<file path="src/rtl/sprite_overlay_ctrl.sv">
// rtl/sprite_overlay_ctrl.sv - sprite overlay with integer scaling, blink and wipe-reveal over a pipelined ROM
module sprite_overlay_ctrl #(
    parameter int          W            = 318,
    parameter int          H            = 11,
    parameter int          ROW_W        = 4,
    parameter int          COL_W        = 9,
    parameter int          SCALE_SH     = 0,
    parameter logic [11:0] TRANSPARENT  = 12'hFFF,
    parameter int          ROM_LAT      = 1,
    parameter int          BLINK_FRAMES = 30
) (
    input  logic             clk,
    input  logic             rst,
    input  logic             bright,
    input  logic             en,
    input  logic [9:0]       hCount,
    input  logic [9:0]       vCount,
    input  logic [9:0]       x0,
    input  logic [9:0]       y0,
    input  logic [1:0]       mode,
    input  logic [11:0]      background,
    output logic [ROW_W-1:0] rom_row,
    output logic [COL_W-1:0] rom_col,
    input  logic [11:0]      rom_color,
    output logic [11:0]      rgb,
    output logic             frame_tick
);

    localparam int WS   = W << SCALE_SH;
    localparam int HS   = H << SCALE_SH;
    localparam int RC_W = COL_W + SCALE_SH + 1;
    localparam int BC_W = (BLINK_FRAMES > 1) ? $clog2(BLINK_FRAMES) : 1;
    localparam logic [RC_W-1:0] STEP  = RC_W'(1 << SCALE_SH);
    localparam logic [RC_W-1:0] WS_RC = RC_W'(WS);

    typedef enum logic {SHOW, HIDE} blink_t;

    logic [9:0]      v_q;
    logic [9:0]      xl, yl;
    logic [1:0]      mode_prev;
    logic            en_prev;
    blink_t          state, state_nx;
    logic [BC_W-1:0] bcnt, bcnt_nx;
    logic [RC_W-1:0] rcnt;
    logic            mode_ok, reveal_ok, in_win, vis;
    logic [10:0]     h_end, v_end;
    logic [9:0]      dx, dy;
    logic            blink_entry, wipe_entry, en_rise;

    logic            vis_d    [ROM_LAT];
    logic            bright_d [ROM_LAT];
    logic [11:0]     bg_d     [ROM_LAT];

    // Position is only re-latched at frame start so mid-frame x0/y0 moves never tear the sprite.
    always_ff @(posedge clk) begin
        if (rst) begin
            v_q        <= '0;
            frame_tick <= 1'b0;
            xl         <= '0;
            yl         <= '0;
            mode_prev  <= 2'b00;
            en_prev    <= 1'b0;
        end else begin
            v_q        <= vCount;
            frame_tick <= (vCount == 10'd0) && (v_q != 10'd0);
            mode_prev  <= mode;
            en_prev    <= en;
            if (frame_tick) begin
                xl <= x0;
                yl <= y0;
            end
        end
    end

    assign h_end   = {1'b0, xl} + 11'(WS);
    assign v_end   = {1'b0, yl} + 11'(HS);
    assign in_win  = ({1'b0, hCount} >= {1'b0, xl}) && ({1'b0, hCount} < h_end) &&
                     ({1'b0, vCount} >= {1'b0, yl}) && ({1'b0, vCount} < v_end);
    assign dx      = hCount - xl;
    assign dy      = vCount - yl;
    assign rom_col = COL_W'(dx >> SCALE_SH);
    assign rom_row = ROW_W'(dy >> SCALE_SH);

    assign blink_entry = (mode == 2'b10) && (mode_prev != 2'b10);
    assign wipe_entry  = (mode == 2'b11) && (mode_prev != 2'b11);
    assign en_rise     = en && !en_prev;

    always_ff @(posedge clk) begin
        if (rst) begin
            state <= SHOW;
            bcnt  <= '0;
        end else begin
            state <= state_nx;
            bcnt  <= bcnt_nx;
        end
    end

    always_comb begin
        state_nx = state;
        bcnt_nx  = bcnt;
        if (blink_entry) begin
            state_nx = SHOW;
            bcnt_nx  = '0;
        end else if ((mode == 2'b10) && frame_tick) begin
            if (bcnt == BC_W'(BLINK_FRAMES - 1)) begin
                bcnt_nx  = '0;
                state_nx = (state == SHOW) ? HIDE : SHOW;
            end else begin
                bcnt_nx = bcnt + 1'b1;
            end
        end
    end

    always_comb begin
        mode_ok = (mode == 2'b01) || ((mode == 2'b10) && (state == SHOW)) || (mode == 2'b11);
    end

    // A clear on mode entry outranks a coincident frame_tick, so the first wipe frame is always empty.
    always_ff @(posedge clk) begin
        if (rst) begin
            rcnt <= '0;
        end else if (wipe_entry || en_rise) begin
            rcnt <= '0;
        end else if (frame_tick && (mode == 2'b11)) begin
            rcnt <= (rcnt >= WS_RC - STEP) ? WS_RC : rcnt + STEP;
        end
    end

    assign reveal_ok = (mode != 2'b11) || (32'(dx) < 32'(rcnt));
    assign vis       = in_win && en && mode_ok && reveal_ok;

    always_ff @(posedge clk) begin
        if (rst) begin
            for (int i = 0; i < ROM_LAT; i++) begin
                vis_d[i]    <= 1'b0;
                bright_d[i] <= 1'b0;
                bg_d[i]     <= '0;
            end
        end else begin
            vis_d[0]    <= vis;
            bright_d[0] <= bright;
            bg_d[0]     <= background;
            for (int i = 1; i < ROM_LAT; i++) begin
                vis_d[i]    <= vis_d[i-1];
                bright_d[i] <= bright_d[i-1];
                bg_d[i]     <= bg_d[i-1];
            end
        end
    end

    always_ff @(posedge clk) begin
        if (rst) begin
            rgb <= '0;
        end else if (!bright_d[ROM_LAT-1]) begin
            rgb <= '0;
        end else if (vis_d[ROM_LAT-1] && (rom_color != TRANSPARENT)) begin
            rgb <= rom_color;
        end else begin
            rgb <= bg_d[ROM_LAT-1];
        end
    end

endmodule

</file>
<file path="config.mk">
export PLATFORM = sky130hd
export DESIGN_NAME = sprite_overlay_ctrl
export DESIGN_NICKNAME = d
export VERILOG_FILES = /design/src/rtl/sprite_overlay_ctrl.sv
export SDC_FILE = /design/constraint.sdc
export NUM_CORES = 1
export LEC_CHECK = 0
export BUFFER_PORTS_ARGS = -buffer_cell sky130_fd_sc_hd__buf_2
export CORE_MARGIN = 2
export CORE_UTILIZATION = 50
export DETAILED_ROUTE_END_ITERATION = 16
export GPL_ROUTABILITY_DRIVEN = 0
export PLACE_DENSITY = 0.75
export REMOVE_ABC_BUFFERS = 1
export SETUP_SLACK_MARGIN = 0.1
export SYNTH_ARGS = -nofsm -noshare
export SYNTH_HDL_FRONTEND = slang
export SYNTH_SLANG_ARGS = --single-unit
</file>
<file path="constraint.sdc">
create_clock -name clk -period 6.05 [get_ports clk]
set_input_delay 0.9075 -clock clk [delete_from_list [all_inputs] [get_ports clk]]
set_output_delay 0.9075 -clock clk [all_outputs]
set_load 0.005 [all_outputs]
</file>
==> results of run 1 <==
[metrics by stage]
stage	std cells	hold WS, ns	cell area, um2
2_1_floorplan	464	0.440	4270
3_3_place_gp	667	0.448	4910
3_5_place_dp	667	0.461	4910
4_1_cts	683	0.482	5100
5_1_grt	683	0.496	5100
6_report	683	0.476	5100
[layer usage]
metal  share of wire, %  global-route usage, %
met2                 49                   35.0
met3                3.9                   3.90
met1                 45                   24.1
met4                1.9                   7.15
met5                  0                      0
[report_power, final]
group          internal, uW  switching [uW]  total [uW]
registers               510            2.70         513
clock network           159             221         380
logic                  59.8            63.4         123
[final cells by class]
| cell class | instances | area, um2 |
|---|---|---|
| inverter | 40 | 150 |
| clock buffer | 9 | 124 |
| fill | 763 | 3200 |
| multi-input combinational | 348 | 2610 |
| sequential | 76 | 1520 |
| clock inverter | 7 | 65.1 |
| tap | 105 | 131 |
| timing repair buffer | 98 | 498 |
[worst paths after layout]
path	start	to	slack, ns
worst max register to register	xl[1]$_SDFFE_PP0P_	vis_d[0]$_SDFF_PP0_	2.14
worst min register to register	bg_d[0][8]$_SDFF_PP0_	rgb[8]$_SDFF_PP0_	0.48
worst min-delay path	bg_d[0][8]$_SDFF_PP0_	rgb[8]$_SDFF_PP0_	0.48
worst max-delay path	hCount[1]	vis_d[0]$_SDFF_PP0_	2.07
[layout by cell type (no fill, tap or decap), types with 3 or more instances in the layout]
master | Yosys | final
a2111oi_0 | 3 | 3
a211oi_1 | 4 | 4
a21o_1 | 7 | 7
a21oi_1 | 20 | 20
a311oi_1 | 3 | 3
a31oi_1 | 4 | 4
and3_1 | 5 | 5
buf_2 | 1 | 95
buf_4 | 0 | 3
clkbuf_8 | 0 | 9
dfxtp_1 | 76 | 76
ha_1 | 55 | 55
inv_1 | 40 | 40
mux2i_1 | 32 | 32
nand2_1 | 20 | 20
nand2b_1 | 9 | 9
nand3_1 | 7 | 7
nand4_1 | 8 | 8
nor2_1 | 51 | 51
nor2b_1 | 28 | 28
nor3_1 | 8 | 8
nor4_1 | 5 | 5
o211ai_1 | 3 | 3
o21ai_0 | 11 | 11
xnor2_1 | 28 | 28
xor2_1 | 7 | 7
[registers in the layout, indices dropped and copies added (netlist names)]
name        flops
bright_d        1
state           1
rgb            12
yl             10
rcnt           10
xl             10
v_q            10
bg_d           12
en_prev         1
frame_tick      1
mode_prev       2
bcnt            5
vis_d           1
[worst max-delay path, cell delays in order]
cell	delay, ns
buf_2	0.11
ha_1	0.31
nor2b_1	0.14
o21ai_0	0.18
a21o_1	0.17
a21oi_1	0.10
or4_1	0.40
nand4_1	0.10
ha_1	0.23
and3_4	0.19
and4_4	0.19
a221o_1	0.35
a221o_1	0.25
or3_1	0.35
a311oi_1	0.26
[Yosys cell counts, types with 2 or more instances]
master,count,area share (%)
a2111oi_0,3,0.61
a211oi_1,4,0.70
a21o_1,7,1.2
a21oi_1,20,2.3
a221o_1,2,0.46
a221oi_1,2,0.41
a311oi_1,3,0.61
a31oi_1,4,0.58
and2_1,2,0.29
and3_1,5,0.72
buf_1,4,0.35
clkbuf_1,6,0.52
dfxtp_1,76,35
fa_1,2,0.93
ha_1,55,16
inv_1,40,3.5
mux2i_1,32,7.4
nand2_1,20,1.7
nand2b_1,9,1.3
nand3_1,7,0.81
nand4_1,8,1.2
nor2_1,51,4.4
nor2b_1,28,4.1
nor3_1,8,0.93
nor4_1,5,0.72
o2111ai_1,2,0.41
o211ai_1,3,0.52
o21ai_0,11,1.3
o22ai_1,2,0.29
or4_1,2,0.35
xnor2_1,28,5.7
xor2_1,7,1.4
[cells by family after synthesis]
family          count (synthesis)
compound gates                 71
xor+xnor                       35
fa+ha+maj                      57
buf+inv                        51
flops                          76
mux                            32
simple gates                  153
==> flow_summary.toml, run 1 <==
[sta]
fin_crit_sh_pct = 65.7
fin_tns_setup_ns = 0
setup_slack_ns = 2.07
finClkSkew_ns = 0.0123
slew_violations = 0
finalHoldViolCount = 0
slew-limit-headroom_pct = 66.6
rsz0062_at_grt = "no"
tightest_slew_ns = 0.501
max_freq_mhz = 251
finalSetupViolCount = 0
finalCriticalPeriod_ns = 3.98

[drt]
drtIter0Drc = 93
wl_per_cell_um = 13.1
ant_nets = 0
drc_errors = 0
viasPerCell = 5.19
dr.pass1.iters = 4
drt_wl_total_um = 8970
vias = 3548

[synth]
avgSynthCellArea_um2 = 9.09
seq_area_frac_synth_pct = 35.3
synth-seq-cells = 76
synth-warning-count = 0
synth_top_family_by_area = "simple AND/OR/NAND/NOR gates"
postSynthCellCount = 475
muxShareOfSynthArea_pct = 7.42
synth_fa_ha_area_share_pct = 16.9
synth_ff_type = "dfxtp_1"
async_reset_ff_share_pct = 0
synth_simple_gate_area_share_pct = 18.0
yosysUniqueCellTypes = 49
synth-xor-area-share_pct = 7.10
syn_area_mm2 = 0.00432
synth_edf_count = 0
synth_compound_area_share_pct = 10.8

[run]
drv_cap = 0

[worst_setup_path]
worstPathRequired_ns = 6.31
crit_type = "input port to flop"
arrival_ns = 4.24
reg2reg_depth = 15
start_kind = "input port"
end_kind = "flop"
worstPathMaxFanout = 3

[floorplan]
die_x_um = 96.9
rows = 33
initial_core_util_pct = 52.0
dieArea_mm2 = 0.00939
ios = 96
core_mm2 = 0.00830
die_h_um = 96.9

[clock_tree]
post-cts-setup-buffers = 0
cts_made_buffers = 9
clk_pin_slew_worst_paths_ns = 0.09
cts_tree = "built"
cts_resized = 0
cts_root_buf = "clkbuf_8"
clock_sinks = 76
htree_levels = 3
postCtsHoldBufs = 0
clkLatencyLatePin_ns = 0.36
cts.path.max_buffers = 2

[placement]
place_ws_ns = 1.70
hpwl_um = 7130
numPortBuffers = 95

[power_and_ir_drop]
p_per_area_mw_per_mm2 = 200
p_leak_uw = 0.00221
power.total_uw = 1020
irDropWorstVdd_v = 0.000120

[final_layout]
drive_gt1_share_pct = 20.6
syn2layout_area_growth_pct = 18.1
postLayoutCoreUtil_pct = 61.4
fin_nets = 700
diodes = 0

[global_routing]
grtUsageTotal_pct = 19.9
antenna_found_initial = 0
overflow = 0
grt_max_degree = 51
grt_pass1_vias = 3575
grt_pass1_wl_um = 15700

[min_path]
worstHoldPathCells = 2
min_path_type = "flop to flop"

[status]
outcome = "finished clean"
Note: power is estimated with default switching activity, not from simulation.
==> run 2: changes to the inputs <==
Clock period 6.05 ns to 4.15 ns, I/O delays scaled along.
==> flow_summary.toml, run 2 (synthesis results as in run 1) <==
[status]
outcome = "finished clean"

[global_routing]
grtUsageTotal_pct = 19.5
overflow = 0
grt_pass1_vias = 3454
antenna_found_initial = 0
grt_pass1_wl_um = 15200
grt_max_degree = 50

[worst_setup_path]
path_cells = "inv_1 > ha_1 > nor2b_1 > o21ai_0 > a21o_1 > a21oi_1 > or4_1 > nand4_1 > ha_1 > and3_4 > and4_4 > a221o_1 > a221o_1 > or3_1 > a311oi_1"
start_kind = "flop"
worstPathRequired_ns = 4.41
crit_type = "flop to flop"
crit_slowest_cell = "dfxtp_2"
max_stage_delay_ns = 0.41
worstPathMaxFanout = 6
end_kind = "flop"
arrival_ns = 4.04

[final_layout]
fin_nets = 701
reg_top3 = "bg_d x12, rgb x12"
fillers = 728
syn2layout_area_growth_pct = 18.3
drive_gt1_share_pct = 20.9
layout_common_cells = "buf_2 (95), dfxtp_1 (75), ha_1 (55)"
final_area_mm2 = 0.00510
final_common_cell = "buf_2"
diodes = 0

[drt]
drc_errors = 0
drtIter0Drc = 73
drt_wl_total_um = 9050
wl_per_cell_um = 13.2
dr.pass1.iters = 4
vias = 3593
viasPerCell = 5.25
ant_nets = 0

[floorplan]
rows = 33
core_mm2 = 0.00830
die_h_um = 96.9
ios = 96
die_x_um = 96.9
dieArea_mm2 = 0.00939
initial_core_util_pct = 52.0

[run]
drv_cap = 0

[sta]
tightest_slew_ns = 0.504
finalHoldViolCount = 0
finalCriticalPeriod_ns = 3.78
fin_tns_setup_ns = 0
max_freq_mhz = 265
finClkSkew_ns = 0.0104
slew-limit-headroom_pct = 66.4
finalSetupViolCount = 0
rsz0062_at_grt = "no"
setup_slack_ns = 0.375
slew_violations = 0
fin_crit_sh_pct = 91.0

[min_path]
min_path_type = "input port to flop"

[clock_tree]
cts_tree = "built"
cts_made_buffers = 9
htree_levels = 3
cts.path.max_buffers = 2
post-cts-setup-buffers = 0
clkLatencyLatePin_ns = 0.36
cts_root_buf = "clkbuf_8"
clock_sinks = 76
clk_pin_slew_worst_paths_ns = 0.10

[power_and_ir_drop]
p_leak_uw = 0.00222
p_per_area_mw_per_mm2 = 289
irDropWorstVdd_v = 0.000151

[placement]
placed_area_mm2 = 0.00491
hpwl_um = 7100
place_ws_ns = 0.0293
numPortBuffers = 95
## run 2: layout make-up
cell class / count / area, um2 / share of cell area, %
Clock inverter: 7 / 65.1 / 1.27
Clock buffer: 9 / 124 / 2.43
Sequential cell: 76 / 1520 / 29.8
Multi-Input combinational cell: 348 / 2610 / 51.1
Inverter: 40 / 150 / 2.94
Timing Repair Buffer: 99 / 505 / 9.90
Tap cell: 105 / 131 / 2.57
## run 2: metal layers
metal	wire (um)	vias to the layer above	share of wire, %	GRT usage [%]
met1	4100	1637	45	23.6
li1	-	1845	-	-
met5	0	-	0	0
met2	4270	91	47	33.4
met3	427	20	4.7	4.05
met4	251	0	2.8	8.23
## run 2: timing repair
item | in CTS | in global routing
endpoints found under the setup margin | 0 | 1
hold buffers | 0 | 0
gates resized for setup | 0 | 1
## run 2: worst paths after layout
kind	from	end	slack, ns	cells after the start
hold reg to reg	bg_d[0][9]$_SDFF_PP0_	rgb[9]$_SDFF_PP0_	0.48	2
hold / removal	background[6]	bg_d[0][6]$_SDFF_PP0_	0.46	2
setup reg to reg	xl[1]$_SDFFE_PP0P_	vis_d[0]$_SDFF_PP0_	0.37	15
setup / recovery	xl[1]$_SDFFE_PP0P_	vis_d[0]$_SDFF_PP0_	0.37	15
## run 2: worst max-delay path: cells and delay by family, from the launching register on
family,cells,cell delay (ns)
compound gates,6,1.31
fa+ha+maj,2,0.53
buf+inv,1,0.09
flops,1,0.41
simple gates,6,1.35
## run 2: metrics by stage
stage	hold WS, ns	power [uW]	util [%]	instances
after global placement	0.449	941	59.2	668
after floorplan	0.440	860	-	464
final	0.464	1480	61.5	684
after detailed placement	0.455	946	59.2	668
after global routing	0.475	1550	61.5	684
after CTS	0.461	1490	61.5	684
## run 2: power breakdown
group	switching (uW)	internal [uW]	leakage, uW	total (uW)
Combinational	93.6	88.1	0.00150	182
Sequential	3.99	744	0.000620	748
Clock	316	232	0.0000943	548
==> run 3: changes to the inputs <==
Settings changed: BUFFER_PORTS_ARGS -buffer_cell sky130_fd_sc_hd__buf_2 to -buffer_cell sky130_fd_sc_hd__clkbuf_2, PLACE_DENSITY 0.75 to 0.78.
==> flow_summary.toml, run 3 (synthesis results as in run 1) <==
[status]
outcome = "finished clean"

[sta]
rsz0062_at_grt = "no"
finClkSkew_ns = 0.0130
finalSetupViolCount = 0
slew-limit-headroom_pct = 67.0
setup_slack_ns = 0.314
tightest_slew_ns = 0.492
max_freq_mhz = 261
slew_violations = 0
finalCriticalPeriod_ns = 3.84
finalHoldViolCount = 0
fin_crit_sh_pct = 92.4

[drt]
ant_nets = 0
wl_per_cell_um = 13.7
drc_errors = 0
vias = 3619
dr.pass1.iters = 4
drt_wl_total_um = 9360
drtIter0Drc = 75
viasPerCell = 5.29

[worst_setup_path]
worstPathMaxFanout = 6
worstPathRequired_ns = 4.39
timing.rr.start = "xl[1]$_SDFFE_PP0P_"
cp-startpoint = "xl[1]$_SDFFE_PP0P_"
crit_type = "flop to flop"
end_kind = "flop"
start_kind = "flop"
arrival_ns = 4.08

[min_path]
min_path_type = "input port to flop"
holdCritStartpoint = "background[6]"

[power_and_ir_drop]
p_per_area_mw_per_mm2 = 290
p_leak_uw = 0.00222
power.total_uw = 1480
irDropWorstVdd_v = 0.000186

[placement]
numPortBuffers = 95
dp.cells = 668
hpwl_um = 7370
placed_area_mm2 = 0.00491
place_ws_ns = -0.0219

[clock_tree]
htree_levels = 3
cts_tree = "built"
cts_made_buffers = 9
clkLatencyLatePin_ns = 0.35
clock_sinks = 76
cts_root_buf = "clkbuf_8"
cts.path.max_buffers = 2
clk_pin_slew_worst_paths_ns = 0.10
postCtsHoldBufs = 0

[global_routing]
grtUsageTotal_pct = 19.7
grt_pass1_wl_um = 15600
grt_max_degree = 50
grt-busiest-layer = "met2"
grt_pass1_vias = 3546
overflow = 0
grtUsageMet1_pct = 24.2
antenna_found_initial = 0
grtUsageMet2_pct = 33.5
gr-usage-met3_pct = 4.34

[final_layout]
syn2layout_area_growth_pct = 18.4
fin_nets = 701
fin_cells = 684
final_common_cell = "clkbuf_2"
final_area_mm2 = 0.00511
reg_top3 = "bg_d x12, rgb x12"
layout_common_cells = "clkbuf_2 (95), dfxtp_1 (75), ha_1 (55)"
postLayoutCoreUtil_pct = 61.5
diodes = 0
drive_gt1_share_pct = 20.9

[floorplan]
ios = 96
die_x_um = 96.9
dieArea_mm2 = 0.00939
initial_core_util_pct = 52.0
rows = 33
die_h_um = 96.9
core_mm2 = 0.00830

[run]
drv_cap = 0
==> run 3: repair_timing <==
action,CTS,global route
setup buffers,0,0
gates resized for setup,0,2
endpoints found under the setup margin,0,1
==> run 3: critical path: stages (launching register included) <==
cell and delay, ns:
dfxtp_2 0.41, inv_1 0.08, ha_1 0.30, nor2b_1 0.14, o21ai_1 0.20, a21o_1 0.17
a21oi_1 0.10, or4_1 0.41, nand4_1 0.10, ha_1 0.23, and3_4 0.18, and4_4 0.18
a221o_1 0.36, a221o_1 0.25, or3_1 0.35, a311oi_1 0.27
==> run 3: final timing paths <==
path / slack (ns) / endpoint / cells past startpoint
min reg2reg: 0.47 / rgb[5]$_SDFF_PP0_ / 2
max reg2reg: 0.31 / vis_d[0]$_SDFF_PP0_ / 15
min: 0.47 / bg_d[0][6]$_SDFF_PP0_ / 2
max: 0.31 / vis_d[0]$_SDFF_PP0_ / 15
==> run 3: power breakdown <==
| part | total [uW] | leakage (uW) | switching, uW | internal [uW] |
|---|---|---|---|---|
| Clock | 549 | 0.0000936 | 318 | 231 |
| Combinational | 184 | 0.00151 | 95.3 | 88.4 |
| Sequential | 749 | 0.000620 | 4.38 | 744 |
| Total | 1480 | 0.00222 | 418 | 1060 |
==> run 3: layout make-up <==
| type | count | area [um2] |
|---|---|---|
| clock buffers | 9 | 124 |
| clock inverters | 7 | 67.6 |
| fillers | 718 | 3190 |
| inverters | 40 | 150 |
| multi-input cells | 348 | 2610 |
| flip-flops and latches | 76 | 1520 |
| well taps | 105 | 131 |
| repair buffers | 99 | 505 |
==> run 3: metal layers <==
metal / vias to the layer above / part of all wire [%]
li1: 1849 / -
met1: 1643 / 45
met5: - / 0
met2: 103 / 48
met4: 0 / 2.8
met3: 24 / 4.1
==> run 3: per-stage QoR <==
stage / TNS (ns) / hold slack (ns)
6_report: 0 / 0.470
5_1_grt: 0 / 0.468
4_1_cts: 0 / 0.467
3_5_place_dp: -0.0219 / 0.457
3_3_place_gp: 0 / 0.447
2_1_floorplan: 0 / 0.440
